$ cat config.mk
export PLATFORM = sky130hd
export DESIGN_NAME = fifo_rr_scheduler_flat
export DESIGN_NICKNAME = d
export VERILOG_FILES = /design/src/rtl/fifo_rr_scheduler_if.sv /design/src/rtl/fifo_rr_scheduler.sv /design/src/flat_wrapper.sv
export SDC_FILE = /design/constraint.sdc
export NUM_CORES = 1
export LEC_CHECK = 0
export ABC_AREA = 1
export BUFFER_PORTS_ARGS = -buffer_cell sky130_fd_sc_hd__buf_2
export CAP_MARGIN = 20
export CORE_AREA = 2 2 40 79
export DETAILED_ROUTE_END_ITERATION = 7
export DIE_AREA = 0 0 42 81
export PLACE_DENSITY = 0.8
export SLEW_MARGIN = 20
export SYNTH_ARGS = -nofsm -noshare
export SYNTH_HDL_FRONTEND = slang
export SYNTH_SLANG_ARGS = --single-unit
export TNS_END_PERCENT = 10
$ cat constraint.sdc
create_clock -name clk -period 1.95 [get_ports clk]
set_clock_uncertainty 0.1 [all_clocks]
set_input_delay 0.0975 -clock clk [delete_from_list [all_inputs] [get_ports clk]]
set_output_delay 0.0975 -clock clk [all_outputs]
set_load 0.05 [all_outputs]
$ cat src/rtl/fifo_rr_scheduler_if.sv
// Handshake bundle between the per-channel FIFO bank, the round-robin
// scheduler and the shared downstream FIFO.
interface fifo_rr_scheduler_if #(
    parameter int unsigned DATA_SIZE = 6,
    parameter int unsigned NUM_Q     = 4
);
    logic [NUM_Q-1:0]           q_empty;
    logic [NUM_Q*DATA_SIZE-1:0] q_data;
    logic [NUM_Q-1:0]           q_read;
    logic                       ds_pause;
    logic                       ds_full;
    logic                       ds_write;
    logic [DATA_SIZE-1:0]       ds_data;

    modport master (
        input  q_empty, q_data, ds_pause, ds_full,
        output q_read, ds_write, ds_data
    );

    modport slave (
        output q_empty, q_data, ds_pause, ds_full,
        input  q_read, ds_write, ds_data
    );
endinterface

$ cat src/rtl/fifo_rr_scheduler.sv
// Round-robin drain of NUM_Q input FIFOs into one downstream FIFO:
// pop (cycle t) -> capture (t+1) -> push (t+2), throttled by ds_pause.
module fifo_rr_scheduler #(
    parameter int unsigned DATA_SIZE = 6,
    parameter int unsigned NUM_Q     = 4
) (
    input  logic                 clk,
    input  logic                 reset,
    input  logic                 enable,
    fifo_rr_scheduler_if.master  bus,
    output logic [2:0]           grant_id,
    output logic                 idle,
    output logic                 ovf_error
);

    localparam int unsigned PTR_W = (NUM_Q > 1) ? $clog2(NUM_Q) : 1;

    typedef enum logic [1:0] {
        S_IDLE  = 2'd0,
        S_RUN   = 2'd1,
        S_PAUSE = 2'd2
    } state_t;

    state_t               state, state_n;
    logic [PTR_W-1:0]     rr_ptr, rr_ptr_n;
    logic [PTR_W-1:0]     pick_idx, cand;
    logic                 pick_valid;
    logic [PTR_W-1:0]     sel_r, cap_sel;
    logic [NUM_Q-1:0]     elig_c, q_read_r, q_read_n;
    logic                 any_elig, all_empty;
    logic                 grant_en;
    logic                 cap_valid;
    logic                 ds_write_r;
    logic [DATA_SIZE-1:0] ds_data_r;
    logic                 idle_n;
    logic [DATA_SIZE-1:0] q_words [NUM_Q];

    for (genvar g = 0; g < NUM_Q; g++) begin : g_unpack
        assign q_words[g] = bus.q_data[g*DATA_SIZE +: DATA_SIZE];
    end

    // Empty flags lag a pop by one cycle, so the queue being popped now is excluded.
    assign elig_c    = ~bus.q_empty & ~q_read_r;
    assign any_elig  = |elig_c;
    assign all_empty = &bus.q_empty;

    // First eligible queue at or after the round-robin pointer.
    always_comb begin
        pick_valid = 1'b0;
        pick_idx   = '0;
        cand       = '0;
        for (int k = 0; k < NUM_Q; k++) begin
            cand = PTR_W'((32'(rr_ptr) + 32'(k)) % NUM_Q);
            if (!pick_valid && elig_c[cand]) begin
                pick_valid = 1'b1;
                pick_idx   = cand;
            end
        end
    end

    always_comb begin
        state_n  = state;
        q_read_n = '0;
        rr_ptr_n = rr_ptr;
        case (state)
            S_IDLE: begin
                if (enable && any_elig && !bus.ds_pause) state_n = S_RUN;
            end
            S_RUN: begin
                if (!enable)           state_n = S_IDLE;
                else if (bus.ds_pause) state_n = S_PAUSE;
                else if (all_empty)    state_n = S_IDLE;
            end
            S_PAUSE: begin
                if (!enable)            state_n = S_IDLE;
                else if (!bus.ds_pause) state_n = any_elig ? S_RUN : S_IDLE;
            end
            default: state_n = S_IDLE;
        endcase

        // A grant is issued in the same cycle the decision to run is made.
        grant_en = (state_n == S_RUN) && pick_valid;
        if (grant_en) begin
            q_read_n[pick_idx] = 1'b1;
            rr_ptr_n           = PTR_W'((32'(pick_idx) + 32'd1) % NUM_Q);
        end

        idle_n = (state_n != S_RUN) && (q_read_r == '0) && !cap_valid;
    end

    always_ff @(posedge clk or posedge reset) begin
        if (reset) begin
            state      <= S_IDLE;
            rr_ptr     <= '0;
            q_read_r   <= '0;
            grant_id   <= 3'd0;
            sel_r      <= '0;
            cap_valid  <= 1'b0;
            cap_sel    <= '0;
            ds_write_r <= 1'b0;
            ds_data_r  <= '0;
            idle       <= 1'b1;
            ovf_error  <= 1'b0;
        end else begin
            state     <= state_n;
            rr_ptr    <= rr_ptr_n;
            q_read_r  <= q_read_n;
            idle      <= idle_n;
            if (grant_en) begin
                grant_id <= 3'(pick_idx);
                sel_r    <= pick_idx;
            end
            // Popped word shows up on q_data one cycle after the strobe.
            cap_valid <= |q_read_r;
            if (|q_read_r) cap_sel <= sel_r;
            ds_write_r <= cap_valid;
            if (cap_valid) ds_data_r <= q_words[cap_sel];
            if (ds_write_r && bus.ds_full) ovf_error <= 1'b1;
        end
    end

    assign bus.q_read   = q_read_r;
    assign bus.ds_write = ds_write_r;
    assign bus.ds_data  = ds_data_r;

endmodule

$ cat src/flat_wrapper.sv
// flat-port wrapper written by rule: the top's interface ports become plain ports
module fifo_rr_scheduler_flat 
#(
    parameter int unsigned DATA_SIZE = 6,
    parameter int unsigned NUM_Q     = 4
)
  (clk, reset, enable, grant_id, idle, ovf_error, bus_q_empty, bus_q_data, bus_ds_pause, bus_ds_full, bus_q_read, bus_ds_write, bus_ds_data);
  fifo_rr_scheduler_if #(.DATA_SIZE(DATA_SIZE), .NUM_Q(NUM_Q)) bus_i ();
  input  logic clk;
  input  logic reset;
  input  logic enable;
  output logic [2:0] grant_id;
  output logic idle;
  output logic ovf_error;
  input wire logic [$bits(bus_i.q_empty)-1:0] bus_q_empty;
  input wire logic [$bits(bus_i.q_data)-1:0] bus_q_data;
  input wire logic [$bits(bus_i.ds_pause)-1:0] bus_ds_pause;
  input wire logic [$bits(bus_i.ds_full)-1:0] bus_ds_full;
  output wire logic [$bits(bus_i.q_read)-1:0] bus_q_read;
  output wire logic [$bits(bus_i.ds_write)-1:0] bus_ds_write;
  output wire logic [$bits(bus_i.ds_data)-1:0] bus_ds_data;
  assign bus_i.q_empty = bus_q_empty;
  assign bus_i.q_data = bus_q_data;
  assign bus_i.ds_pause = bus_ds_pause;
  assign bus_i.ds_full = bus_ds_full;
  assign bus_q_read = bus_i.q_read;
  assign bus_ds_write = bus_i.ds_write;
  assign bus_ds_data = bus_i.ds_data;
  fifo_rr_scheduler #(.DATA_SIZE(DATA_SIZE), .NUM_Q(NUM_Q)) u_core (.clk(clk), .reset(reset), .enable(enable), .bus(bus_i), .grant_id(grant_id), .idle(idle), .ovf_error(ovf_error));
endmodule
# ---- Word-level counts from Yosys, hierarchy flattened
# Index checks and enable logic that the tools add are counted.
dict set report word_totals {
  in_bits 33
  word_cells 79
  out_inout_bits 16
  regBits 22
}
dict set report classes {
  n_reduce_logical 20
  muxes 30
  bitwise 4
  n_eq_ne 4
  add_sub_neg 4
  order_cmp 7
}
# op n
set op_table {}
lappend op_table {{$mux W2} 10}
lappend op_table {{$lt A2 B3 Y1 const B} 5}
lappend op_table {{$bmux W6 S2} 1}
lappend op_table {{$mux W6} 2}
lappend op_table {{$logic_and A1 B1 Y1} 10}
lappend op_table {{$mux W1} 10}
lappend op_table {{$bmux W1 S2} 4}
lappend op_table {{$not A4 Y4} 2}
lappend op_table {{$reduce_or A4 Y1} 2}
lappend op_table {{$pmux W2 S3} 1}
lappend op_table {{$logic_not A1 Y1} 5}
lappend op_table {{$add A2 B1 Y2 const B} 2}
lappend op_table {{$add A2 B2 Y2 const B} 2}
lappend op_table {{$and A4 B4 Y4} 1}
lappend op_table {{$eq A2 B1 Y1 const B} 2}
lappend op_table {{$logic_not A4 Y1} 1}
lappend op_table {{$mux W4} 1}
lappend op_table {{$reduce_and A4 Y1} 1}
lappend op_table {{$ge A3 B3 Y1 const B} 1}
lappend op_table {{$not A2 Y3} 1}
lappend op_table {{$demux W1 S2} 1}
lappend op_table {{$eq A2 B2 Y1 const B} 1}
lappend op_table {{$ge A2 B1 Y1 const B} 1}
lappend op_table {{$logic_not A2 Y1} 1}
lappend op_table {{$ne A2 B1 Y1 const B} 1}

# ---- Depth between registers and ports, before layout
# Gate-level depths: netlist (run 1).
dict set report logic_depth {
  word_depth 19
  mapped_depth 14
  ltp_nobuf 13
}

# ---- Worst setup path before layout (run 1)
# OpenSTA, ideal clock, no wires.
dict set report synth_timing {
  path_kind {reg-to-reg}
  start {reg u_core.q_read_r[1] (netlist: u_core.bus.q_read[1])}
  end {reg u_core.rr_ptr[1]}
  synth_period_minus_slack_ns 1.932
  path_stages_with_launch 12
  slack_ns 0.018
  t_arrival_ns 1.705
  t_required_ns 1.723
  n_path_buf 0
  setup_ns 0.127
  path_cell_list {dfrtp_1 > nor2_1 > nand2_1 > nand2_2 > nand2_1 > nand2_1 > nand2_2 > nand4_2 > nand2_2 > ha_1 > nand2_1 > o21ai_0}
}
dict set report synth_between {
  elab_chain_cells 15
  elab_cells_between_ends 35
  cone_classes {add/sub: 1; eq/ne: 1; mux: 21; bitwise: 2; reduce/logical: 10}
}
# item line_no
set synth_rtl {}
lappend synth_rtl {{from (decl)} fifo_rr_scheduler.sv:29} ;# logic [NUM_Q-1:0] elig_c, q_read_r, q_read_n;
lappend synth_rtl {{from (signal assigned)} fifo_rr_scheduler.sv:107} ;# q_read_r <= q_read_n;
lappend synth_rtl {{$not A4 Y4 (*)} fifo_rr_scheduler.sv:43} ;# assign elig_c = ~bus.q_empty & ~q_read_r;
lappend synth_rtl {{$and A4 B4 Y4 (*)} fifo_rr_scheduler.sv:43}
lappend synth_rtl {{$bmux W1 S2} fifo_rr_scheduler.sv:54} ;# if (!pick_valid && elig_c[cand]) begin
lappend synth_rtl {{$mux W1 (not written as such)} fifo_rr_scheduler.sv:54}
lappend synth_rtl {{$mux W1} fifo_rr_scheduler.sv:54}
lappend synth_rtl {{$logic_not A1 Y1} fifo_rr_scheduler.sv:54}
lappend synth_rtl {{$logic_and A1 B1 Y1} fifo_rr_scheduler.sv:54}
lappend synth_rtl {{$mux W1} fifo_rr_scheduler.sv:54}
lappend synth_rtl {{$logic_not A1 Y1} fifo_rr_scheduler.sv:54}
lappend synth_rtl {{$logic_and A1 B1 Y1} fifo_rr_scheduler.sv:54}
lappend synth_rtl {{$mux W1} fifo_rr_scheduler.sv:54}
lappend synth_rtl {{$logic_not A1 Y1} fifo_rr_scheduler.sv:54}
lappend synth_rtl {{$logic_and A1 B1 Y1} fifo_rr_scheduler.sv:54}
lappend synth_rtl {{$mux W2 (*)} fifo_rr_scheduler.sv:54}
lappend synth_rtl {{net u_core.pick_idx[0]} fifo_rr_scheduler.sv:26} ;# logic [PTR_W-1:0] pick_idx, cand;
lappend synth_rtl {{$add A2 B1 Y2 (*)} fifo_rr_scheduler.sv:85} ;# rr_ptr_n = PTR_W'((32'(pick_idx) + 32'd1) % NUM_Q);
lappend synth_rtl {{to (signal assigned)} fifo_rr_scheduler.sv:106} ;# rr_ptr <= rr_ptr_n;
lappend synth_rtl {{to (decl)} fifo_rr_scheduler.sv:25} ;# logic [PTR_W-1:0] rr_ptr, rr_ptr_n;
# The timed path passes the listed nets; every way through them passes the cells marked *. The select of a mux whose other input is x is not followed.
# A chain may end at the register's enable or synchronous reset.

# ---- Final worst setup path (run 1)
dict set report layout_timing {
  start {reg u_core.rr_ptr[0]}
  end {reg u_core.rr_ptr[1]}
}
dict set report layout_between {
  elab_chain_cells 13
  elab_cells_between_ends 27
  cone_classes {add/sub: 4; mux: 16; reduce/logical: 7}
}
# item line_no
set layout_rtl {}
lappend layout_rtl {{parallel branches: the longest is 11 deep, another holds $add A2 B1 Y2} --}
lappend layout_rtl {{$mux W2 (*)} fifo_rr_scheduler.sv:54}
lappend layout_rtl {{net u_core.pick_idx[0]} fifo_rr_scheduler.sv:26}
lappend layout_rtl {{$add A2 B1 Y2 (*)} fifo_rr_scheduler.sv:85}
# Mark *: on every way through the listed nets, which the timed path passes. The select of a mux whose other input is x is not followed.

==> flow_summary_export.csv, run 1 <==
group,metric,value,unit
outcome,outcome,"completed",
floorplanning,dieArea,3400,sq um
floorplanning,core-area,2840,sq um
floorplanning,die_y,81,um
min_path,hp-class,"primary input to flop",
placement,dp_hpwl,2270,um
route,dr.pass1.iters,4,
global_route,grt_max_degree,23,
setup_path,start_kind,"flop",
cells_and_area,multi_input_area,694,sq um
cells_and_area,n_antenna_cell,0,
sta,maxSlewHeadroom,45.0,%
route,drc,0,
global_route,met2_usage,39.1,%
floorplanning,std_cell_rows,28,
sta,fmax,553,MHz
route,drt-total-wl,3080,um
sta,setup_viol,0,
sta,period_needed,1810,ps
route,vias,1319,
cells_and_area,fin_nets,268,
sta,slew_viol_final,0,
global_route,grt_antenna_before_repair,0,
sta,fin_crit_sh,92.7,%
cts,clk-insertion-delay-late,260,ps
route,drt-initial-drc-count,22,
sta,worstMarginPinSlew,825,ps
cts,path_clk_slew,80,ps
logic_synthesis,ys_ff_latch,22,
global_route,met1_usage,22.2,%
logic_synthesis,synth_nets,217,
setup_path,critPathBufInv,1,
floorplanning,start_util,47.0,%
setup_path,worst-path-max-fanout,9,
logic_synthesis,yosysSeqAreaShare,41.4,%
route,viasPerCell,5.07,
floorplanning,die_w,42,um
placement,gp_congestion,0.867,
setup_path,critical_path_class,"flop to flop",
global_route,grt_pass1_wl,5440,um
global_route,use_met3,2.89,%
pwr,ir_worst_vdd,1.10,mV
cts,cts_buffer_depth,2,
global_route,grt_use_total,20.5,%
setup_path,crit_chain,"inv_6, nand2_2, nand2_2, nand2_1, nand2_1, nand2_2, nand4_2, nand2_2, ha_1, nand2_1, o21ai_0",
setup_path,crit_family,"simple AND/OR/NAND/NOR gates",
global_route,grt_pass1_vias,1325,
cells_and_area,regArea,554,sq um
logic_synthesis,syn_area_per_cell,7.41,sq um
setup_path,slowest_delay,490,ps
sta,setup_tns,0,ps
logic_synthesis,synthDistinctLibCells,31,
logic_synthesis,ys_warn_count,0,
flow_run,cap_violations,0,
cts,numCtsBuffers,3,
cts,cts_sinks,22,
sta,hold_viol,0,
global_route,grt_overflow_total,0,
pwr,leakage,0.902,nW
sta,holdWs,25.9,ps
setup_path,crit_top_cell,"nand2_2",
route,antenna_left,0,
floorplanning,io_pins,49,
setup_path,crit_slowest_cell,"dfrtp_2",
pwr,total_power,2.82,mW
sta,rsz0062_at_grt,"false",
cells_and_area,area_growth,26.9,%
placement,port_buffers,47,
cts,cts_tree,"done",
cts,htree_levels,1,
cells_and_area,layout-drive-gt1-share,33.9,%
route,routedWlPerCell,11.8,um
cells_and_area,nFillCells,252,
setup_path,cp.required,2000,ps
pwr,power_density,1660,nW/um^2
logic_synthesis,netlist_area,1330,sq um
setup_path,worstSetupEndpointType,"flop",
setup_path,arrival,1860,ps
global_route,top_usage_layer,"met2",
logic_synthesis,syn_inst,180,
cts,root_buffer,"clkbuf_8",
==> worst register-to-register path, cell delays in order, from the launching register on <==
cell and delay [ps]:
dfrtp_2 490, inv_6 110, nand2_2 80, nand2_2 80
nand2_1 50, nand2_1 110, nand2_2 90, nand4_2 90
nand2_2 80, ha_1 290, nand2_1 60, o21ai_0 70
==> state kept, by name (all words and copies together), names as in the netlist <==
register             cells
u_core.cap_sel           2
u_core.sel_r             2
u_core.bus.ds_data       6
u_core.rr_ptr            2
u_core.ovf_error         1
u_core.cap_valid         1
u_core.bus.ds_write      1
u_core.bus.q_read        4
u_core.state             2
u_core.idle              1
==> stage by stage <==
step           cells  worst slack, ps  instance area (sq um)  utilization (%)
5_1_grt          260           0.0266                   1690             59.7
3_3_place_gp     251              131                   1570             55.3
2_1_floorplan    180             18.2                   1330                -
4_1_cts          259             35.2                   1670             58.7
3_5_place_dp     251             73.6                   1570             55.3
6_report         260              142                   1690             59.7
==> final timing paths <==
kind                                                           to  cells after the start  slack, ps                         start
min in group asynchronous            u_core.ovf_error$_DFFE_PP0P_                      3        430                         reset
worst min register to register       u_core.ovf_error$_DFFE_PP0P_                      1        360  u_core.ovf_error$_DFFE_PP0P_
max in group asynchronous            u_core.rr_ptr[0]$_DFFE_PP0P_                      3        760                         reset
worst max register to register       u_core.rr_ptr[1]$_DFFE_PP0P_                     11        140  u_core.rr_ptr[0]$_DFFE_PP0P_
worst max-delay path                 u_core.rr_ptr[1]$_DFFE_PP0P_                     11        140  u_core.rr_ptr[0]$_DFFE_PP0P_
worst min-delay path            u_core.bus.ds_data[1]$_DFFE_PP0P_                      3         30                 bus_q_data[7]
==> cells in the mapped netlist (all sizes together) <==
master	count	area, sq um
nand2	47	209
nor2	43	171
dfrtp	21	526
inv	17	68.8
o21ai	15	75.1
nand3	9	55.1
a31oi	7	43.8
ha	4	50.1
buf	3	23.8
clkbuf	3	12.5
nand4	3	25.0
a21o	1	7.51
a21oi	1	5.00
and3	1	6.26
conb	1	3.75
dfstp	1	26.3
nand3b	1	7.51
nor3	1	10.0
or4	1	7.51
==> routing by layer <==
metal,up-vias,share of wire [%]
li1,671,-
met1,608,42
met2,36,51
met3,4,5.2
met4,0,1.7
met5,-,0
==> where the power goes <==
part / total [mW] / internal (mW) / switching [mW]
clock: 0.333 / 0.180 / 0.153
combinational: 1.66 / 0.501 / 1.16
sequential: 0.826 / 0.632 / 0.194
total: 2.82 / 1.31 / 1.50
==> layout by cell type, fill, tap and decap left out <==
master,Yosys,final
buf_2,1,47
nor2_1,41,38
nand2_1,36,36
dfrtp_1,21,19
inv_1,14,14
o21ai_0,13,13
nand2_2,10,10
a31oi_1,7,7
nand3_1,7,7
ha_1,4,4
clkbuf_8,0,4
dlygate4sd3_1,0,4
nor2_4,1,3
o21ai_1,2,2
nor2_2,1,2
inv_2,2,2
nand3_2,2,2
nand4_1,2,2
dfrtp_2,0,2
or4_1,1,1
inv_6,1,1
nand2_4,1,1
a21oi_1,1,1
and3_1,1,1
nand3b_1,1,1
nand4_2,1,1
nor3_2,1,1
a21o_1,1,1
conb_1,1,1
buf_4,1,1
dfstp_2,1,1
==> kinds of logic after synthesis <==
group | synth area share, %
other | 0.281
buffers and inverters | 7.88
flip-flops | 41.4
AND/OR/NAND/NOR | 36.9
adder cells (fa/ha/maj) | 3.75
AO/OA/AOI/OAI | 9.85
==> timing repair <==
| item | 4_1_cts | 5_1_grt |
|---|---|---|
| gates resized for setup | 0 | 7 |
| buffers inserted | 0 | 1 |
| hold endpoints to repair | 23 | 0 |
| hold buffers | 4 | 0 |
| setup endpoints to repair | 0 | 5 |
==> area by class of cell <==
class                           count  share of cell area (%)
Multi-Input combinational cell    135                    41.0
Inverter                           17                    4.07
Clock buffer                        4                    3.25
Tap cell                           30                    2.22
Timing Repair Buffer               52                    16.7
Sequential cell                    22                    32.7
Power figures use the tool's default switching activity.
==> run 2: changes to the inputs <==
--- a/config.mk
+++ b/config.mk
@@ -5,13 +5,12 @@
 export SDC_FILE = /design/constraint.sdc
 export NUM_CORES = 1
 export LEC_CHECK = 0
-export ABC_AREA = 1
 export BUFFER_PORTS_ARGS = -buffer_cell sky130_fd_sc_hd__buf_2
 export CAP_MARGIN = 20
-export CORE_AREA = 2 2 40 79
+export CORE_AREA = 2 2 53 55
 export DETAILED_ROUTE_END_ITERATION = 7
-export DIE_AREA = 0 0 42 81
-export PLACE_DENSITY = 0.8
+export DIE_AREA = 0 0 55 57
+export PLACE_DENSITY = 0.78
 export SLEW_MARGIN = 20
 export SYNTH_ARGS = -nofsm -noshare
 export SYNTH_HDL_FRONTEND = slang
==> flow_summary_export.csv, run 2 <==
group,metric,value,unit
route,routedWlPerCell,15.5,um
pwr,leakage,0.744,nW
setup_path,r2r_end,"u_core.rr_ptr[1]$_DFFE_PP0P_",
sta,fin_crit_sh,96.9,%
setup_path,cp.required,2050,ps
setup_path,arrival,1990,ps
route,drt-total-wl,2640,um
sta,maxSlewHeadroom,46.3,%
min_path,hold_path_depth,3,
global_route,grt_antenna_before_repair,0,
sta,period_needed,1890,ps
setup_path,worstSetupEndpointType,"flop",
flow_run,cap_violations,0,
logic_synthesis,synth_nets,122,
logic_synthesis,synth-main-ff-cell,"dfrtp_1",
route,vias,917,
logic_synthesis,syn_inst,85,
global_route,grt_overflow_total,0,
pwr,p_clk_share,11.4,%
logic_synthesis,synth.area.mux_share,23.3,%
logic_synthesis,yosys.area_share.adder,4.43,%
logic_synthesis,synth.most_common_cell,"dfrtp_1",
cells_and_area,fin_nets,177,
logic_synthesis,synth_top_family_by_area,"multiplexers",
sta,fmax,529,MHz
logic_synthesis,synth_xor_area_share,0.776,%
outcome,outcome,"completed",
cells_and_area,design_area,1510,sq um
logic_synthesis,yosysSeqAreaShare,48.9,%
cts,numCtsBuffers,3,
cells_and_area,n_antenna_cell,0,
logic_synthesis,synth_enable_flop_cells,0,
cts,clk-insertion-delay-late,300,ps
setup_path,reg2reg_from,"u_core.bus.q_read[2]$_DFF_PP0_",
cts,root_buffer,"clkbuf_4",
logic_synthesis,ys_warn_count,0,
placement,port_buffers,47,
global_route,grt_pass1_vias,950,
sta,slew_viol_final,0,
logic_synthesis,synth_commonest_cells,"dfrtp_1 (21), mux2_2 (6), mux4_2 (6)",
route,drt-initial-drc-count,10,
route,drc,0,
route,antenna_left,0,
cells_and_area,layout-drive-gt1-share,60.4,%
placement,placedCellCount,161,
logic_synthesis,synth_compound_area_share,8.20,%
setup_path,critical_path_class,"flop to flop",
pwr,ir_worst_vdd,1.07,mV
cells_and_area,layout_common_cells,"buf_2 (47), dfrtp_1 (17), mux4_2 (6), mux2_2 (6)",
logic_synthesis,synthDistinctLibCells,34,
global_route,grt_use_total,17.6,%
placement,gp_congestion,0.942,
logic_synthesis,yosys.area_share.simple,10.5,%
floorplanning,die_y,57,um
cts,cts_buffer_depth,2,
logic_synthesis,yosysTopAreaCell,"dfrtp_1",
logic_synthesis,netlist_area,1130,sq um
sta,hold_viol,0,
floorplanning,start_util,43.2,%
setup_path,ff2ff_path_depth,6,
route,dr.pass1.iters,4,
cells_and_area,nFillCells,210,
logic_synthesis,syn_area_per_cell,13.3,sq um
cts,path_clk_slew,120,ps
pwr,power_density,1440,nW/um^2
sta,setup_tns,0,ps
logic_synthesis,synth_top_cell_area_share,46.6,%
placement,placed_area,1410,sq um
logic_synthesis,ys_ff_latch,22,
pwr,switching_share,44.5,%
cts,htree_levels,1,
pwr,p_sw,970,uW
logic_synthesis,synth-async-reset-ratio,100,%
floorplanning,dieArea,3140,sq um
setup_path,start_kind,"flop",
cts,cts_sinks,22,
cells_and_area,final_common_cell,"buf_2",
global_route,grt_max_degree,23,
min_path,whs_endpoint,"u_core.bus.ds_data[4]$_DFFE_PP0P_",
route,viasPerCell,5.39,
floorplanning,core-area,2620,sq um
floorplanning,std_cell_rows,19,
global_route,grt_pass1_wl,4080,um
cells_and_area,finalNonFillerCells,170,
cells_and_area,area_growth,33.6,%
pwr,p_int,1.21,mW
min_path,min_from,"bus_q_data[4]",
placement,dp_hpwl,2010,um
floorplanning,die_w,55,um
cells_and_area,largest_reg_flops,6,
sta,worstMarginPinSlew,805,ps
pwr,seqPwrFrac,36.5,%
logic_synthesis,synth.area.top_cells,"dfrtp_1 (47%), mux4_2 (12%), mux2_2 (6.0%), mux2_4 (5.3%), ha_1 (4.4%)",
cts,cts_tree,"done",
setup_path,worst-path-max-fanout,5,
pwr,combPwrFrac,52.1,%
setup_path,r2r_setup_slack,60,ps
min_path,hp-class,"primary input to flop",
floorplanning,io_pins,49,
sta,setup_viol,0,
## run 2: changes by cell type after synthesis, sizes merged, moves of 7 or more
| cell | before | now |
|---|---|---|
| a31oi | 7 | 0 |
| mux2 | 0 | 10 |
| inv | 17 | 4 |
| nand2 | 47 | 0 |
| o21ai | 15 | 3 |
| nand3 | 9 | 0 |
| nor2 | 43 | 6 |
## run 2: worst max-delay path by stage
stage	from	end	slack [ps]	cells past startpoint
2_1_floorplan	u_core.bus.q_read[2]$_DFF_PP0_	u_core.rr_ptr[1]$_DFFE_PP0P_	-60	6
3_3_place_gp	u_core.bus.q_read[2]$_DFF_PP0_	u_core.rr_ptr[1]$_DFFE_PP0P_	130	6
3_5_place_dp	u_core.bus.q_read[2]$_DFF_PP0_	u_core.rr_ptr[1]$_DFFE_PP0P_	70	6
4_1_cts	u_core.bus.q_read[2]$_DFF_PP0_	u_core.rr_ptr[1]$_DFFE_PP0P_	60	6
5_1_grt	u_core.bus.q_read[1]$_DFF_PP0_	u_core.rr_ptr[1]$_DFFE_PP0P_	-20	5
6_report	u_core.bus.q_read[2]$_DFF_PP0_	u_core.rr_ptr[1]$_DFFE_PP0P_	60	6
## run 2: per-stage QoR
stage               total power [mW]  hold slack (ps)  setup slack [ps]  utilization [%]
global placement                1.87              187               130             53.7
floorplan                       1.64            -14.3             -55.5                -
CTS                             2.17              127              59.1             56.7
finish                          2.18              134              61.2             57.7
global route                    2.31              131             -18.9             57.7
detailed placement              1.92              207              69.6             53.7
## run 2: final cells by class
class / count / area (sq um) / area share (%)
Clock buffer: 4 / 36.3 / 2.41
Inverter: 4 / 15.0 / 0.996
Multi-Input combinational cell: 54 / 556 / 36.8
Sequential cell: 22 / 557 / 36.9
Tap cell: 31 / 38.8 / 2.57
Timing Repair Buffer: 55 / 305 / 20.2
## run 2: metal layers
layer  share of wire, %  vias up  GRT usage [%]  wire, um
met5                  0        -              0         0
li1                   -      419              -         -
met3                8.3        8           2.62       220
met1                 38      443           20.5      1000
met4                1.8        0           5.57        48
met2                 52       47           32.1      1370
## run 2: cells by family after synthesis
| logic type | count (synthesis) |
|---|---|
| AOI/OAI and AO/OA | 12 |
| xor gates and xnor gates | 1 |
| other | 1 |
| adders and majority gates | 4 |
| DFF | 22 |
| buffers and inverters | 9 |
| muxes | 16 |
| and+or+nand+nor | 20 |
## run 2: worst max-delay path, cell delays in order (launching register included)
cell and delay, ps:
dfrtp_2 450, or3_1 350, o311a_1 140, o21ai_2 140, inv_1 80, ha_1 280
mux2_4 250
## run 2: power by group through the flow
| stage | combinational (mW) | clock [mW] | sequential (mW) |
|---|---|---|---|
| 2_1_floorplan | 0.517 | 0 | 1.12 |
| 3_3_place_gp | 1.09 | 0 | 0.789 |
| 3_5_place_dp | 1.11 | 0 | 0.805 |
| 4_1_cts | 1.12 | 0.255 | 0.794 |
| 5_1_grt | 1.21 | 0.275 | 0.821 |
| 6_report | 1.13 | 0.248 | 0.795 |
## run 2: timing repair
| item | in CTS | in global routing |
|---|---|---|
| endpoints found under the hold margin | 23 | 0 |
| setup buffers | 0 | 1 |
| gates resized for setup | 0 | 5 |
| hold buffers | 4 | 0 |
| setup endpoints to repair | 0 | 1 |
==> run 3: changes to the inputs <==
--- a/config.mk
+++ b/config.mk
@@ -7,10 +7,10 @@
 export LEC_CHECK = 0
 export BUFFER_PORTS_ARGS = -buffer_cell sky130_fd_sc_hd__buf_2
 export CAP_MARGIN = 20
-export CORE_AREA = 2 2 53 55
+export CORE_AREA = 2 2 51 53
 export DETAILED_ROUTE_END_ITERATION = 7
-export DIE_AREA = 0 0 55 57
-export PLACE_DENSITY = 0.78
+export DIE_AREA = 0 0 53 55
+export PLACE_DENSITY = 0.84
 export SLEW_MARGIN = 20
 export SYNTH_ARGS = -nofsm -noshare
 export SYNTH_HDL_FRONTEND = slang
==> constraint.sdc (replaced) <==
create_clock -name clk -period 2.3 [get_ports clk]
set_clock_uncertainty 0.1 [all_clocks]
set_input_delay 0.115 -clock clk [delete_from_list [all_inputs] [get_ports clk]]
set_output_delay 0.115 -clock clk [all_outputs]
set_load 0.05 [all_outputs]
==> flow_summary_export.csv, run 3 (synthesized netlist as in run 2, its figures left out) <==
group,metric,value,unit
cts,root_buffer,"clkbuf_4",
global_route,grt_pass1_wl,3610,um
setup_path,cp.required,2390,ps
sta,rsz0062_at_grt,"false",
min_path,whs_endpoint,"u_core.bus.ds_data[5]$_DFFE_PP0P_",
route,viasPerCell,5.44,
cells_and_area,area_growth,27.8,%
sta,fin_ws,209,ps
setup_path,worst-path-max-fanout,6,
sta,worstMarginPinSlew,800,ps
setup_path,r2r_end,"u_core.rr_ptr[1]$_DFFE_PP0P_",
min_path,min_from,"bus_q_data[5]",
global_route,grt_overflow_total,0,
cells_and_area,fin_nets,173,
setup_path,start_kind,"flop",
pwr,ir_worst_vdd,0.777,mV
pwr,power_density,1220,nW/um^2
global_route,grt_use_total,17.4,%
cells_and_area,layout_common_cells,"buf_2 (47), dfrtp_1 (21), mux4_2 (6), mux2_2 (6), nor2_1 (5)",
global_route,grt_pass1_vias,883,
cts,cts_buffer_depth,2,
global_route,grt_max_degree,23,
cells_and_area,finalNonFillerCells,165,
cells_and_area,nFillCells,196,
pwr,leakage,0.721,nW
route,met3_length,243,um
route,drt-initial-drc-count,13,
cells_and_area,largest_reg_flops,6,
placement,placedCellCount,157,
placement,port_buffers,47,
cells_and_area,layout-drive-gt1-share,52.6,%
floorplanning,die_y,55,um
placement,dp_hpwl,1950,um
route,met2_length,1250,um
min_path,hp-class,"primary input to flop",
cts,cts_tree,"done",
route,top_layer,"met4",
floorplanning,io_pins,49,
setup_path,reg2reg_from,"u_core.bus.q_read[2]$_DFF_PP0_",
placement,gp_congestion,0.935,
route,routedWlPerCell,14.8,um
route,dr.pass1.iters,4,
setup_path,critical_path_class,"flop to flop",
cells_and_area,n_antenna_cell,0,
route,drt-total-wl,2440,um
cts,post_cts_buffers,0,
sta,fmax,478,MHz
route,vias,898,
cts,clk-insertion-delay-late,300,ps
placement,post-place-ws,224,ps
outcome,outcome,"completed",
sta,period_needed,2090,ps
cts,numCtsBuffers,3,
floorplanning,core-area,2360,sq um
setup_path,r2r_setup_slack,210,ps
setup_path,ff2ff_path_depth,6,
cts,cts_sinks,22,
route,drc,0,
floorplanning,dieArea,2920,sq um
sta,maxSlewHeadroom,46.6,%
cts,path_clk_slew,110,ps
setup_path,worstSetupEndpointType,"flop",
floorplanning,std_cell_rows,18,
sta,setup_viol,0,
floorplanning,die_w,53,um
flow_run,cap_violations,0,
route,antenna_left,0,
floorplanning,start_util,47.7,%
min_path,hold_path_depth,3,
cts,htree_levels,1,
pwr,total_power,1.75,mW
global_route,grt_antenna_before_repair,0,
sta,slew_viol_final,0,
cells_and_area,design_area,1440,sq um
cells_and_area,final_common_cell,"buf_2",
sta,setup_tns,0,ps
sta,hold_viol,0,
placement,placed_area,1380,sq um
route,met1_length,920,um
setup_path,arrival,2180,ps
sta,fin_crit_sh,90.9,%
-- run 3: changes by cell type in the layout (fill, tap and decap cells not counted), sizes merged --
cell / previous run / this run
buf: 51 / 47
-- run 3: timing repair --
| action | CTS | global route |
|---|---|---|
| hold endpoints to repair | 23 | 0 |
| hold buffers | 4 | 0 |
| endpoints found under the setup margin | 0 | 0 |
| resized for setup | 0 | 0 |
-- run 3: worst max-delay path, cell delays in order (launching register included) --
cell	delay [ps]
dfrtp_1	450
or3_1	380
o311a_1	140
o21ai_2	250
inv_1	100
ha_1	310
mux2_4	260
-- run 3: worst max-delay path by stage --
stage	cells past startpoint	start	end	slack [ps]
final	6	u_core.bus.q_read[2]$_DFF_PP0_	u_core.rr_ptr[1]$_DFFE_PP0P_	210
after global routing	6	u_core.bus.q_read[2]$_DFF_PP0_	u_core.rr_ptr[1]$_DFFE_PP0P_	120
after CTS	6	u_core.bus.q_read[2]$_DFF_PP0_	u_core.rr_ptr[1]$_DFFE_PP0P_	220
after detailed placement	6	u_core.bus.q_read[2]$_DFF_PP0_	u_core.rr_ptr[1]$_DFFE_PP0P_	220
after global placement	6	u_core.bus.q_read[2]$_DFF_PP0_	u_core.rr_ptr[1]$_DFFE_PP0P_	350
after floorplan	6	u_core.bus.q_read[2]$_DFF_PP0_	u_core.rr_ptr[1]$_DFFE_PP0P_	130
-- run 3: per-stage QoR --
stage | util, % | hold WS, ps
after floorplan | - | 3.48
final | 61.0 | 165
after global routing | 61.0 | 166
after global placement | 58.2 | 203
after detailed placement | 58.2 | 210
after CTS | 61.0 | 160
-- run 3: where the power goes --
group	internal, mW	switching, mW
combinational	0.365	0.543
sequential	0.530	0.146
clock	0.0674	0.104
-- run 3: metal layers --
layer	vias to the layer above	track usage, %
met5	-	0
met4	0	8.97
met3	4	2.69
met2	53	34.2
met1	430	17.9
li1	411	-
-- run 3: layout make-up --
cell class                      instances  area (sq um)  area share (%)
Clock buffer                            4          26.3            1.82
Timing Repair Buffer                   51           275            19.1
Tap cell                               30          37.5            2.60
Sequential cell                        22           552            38.2
Inverter                                4          15.0            1.04
Multi-Input combinational cell         54           537            37.2
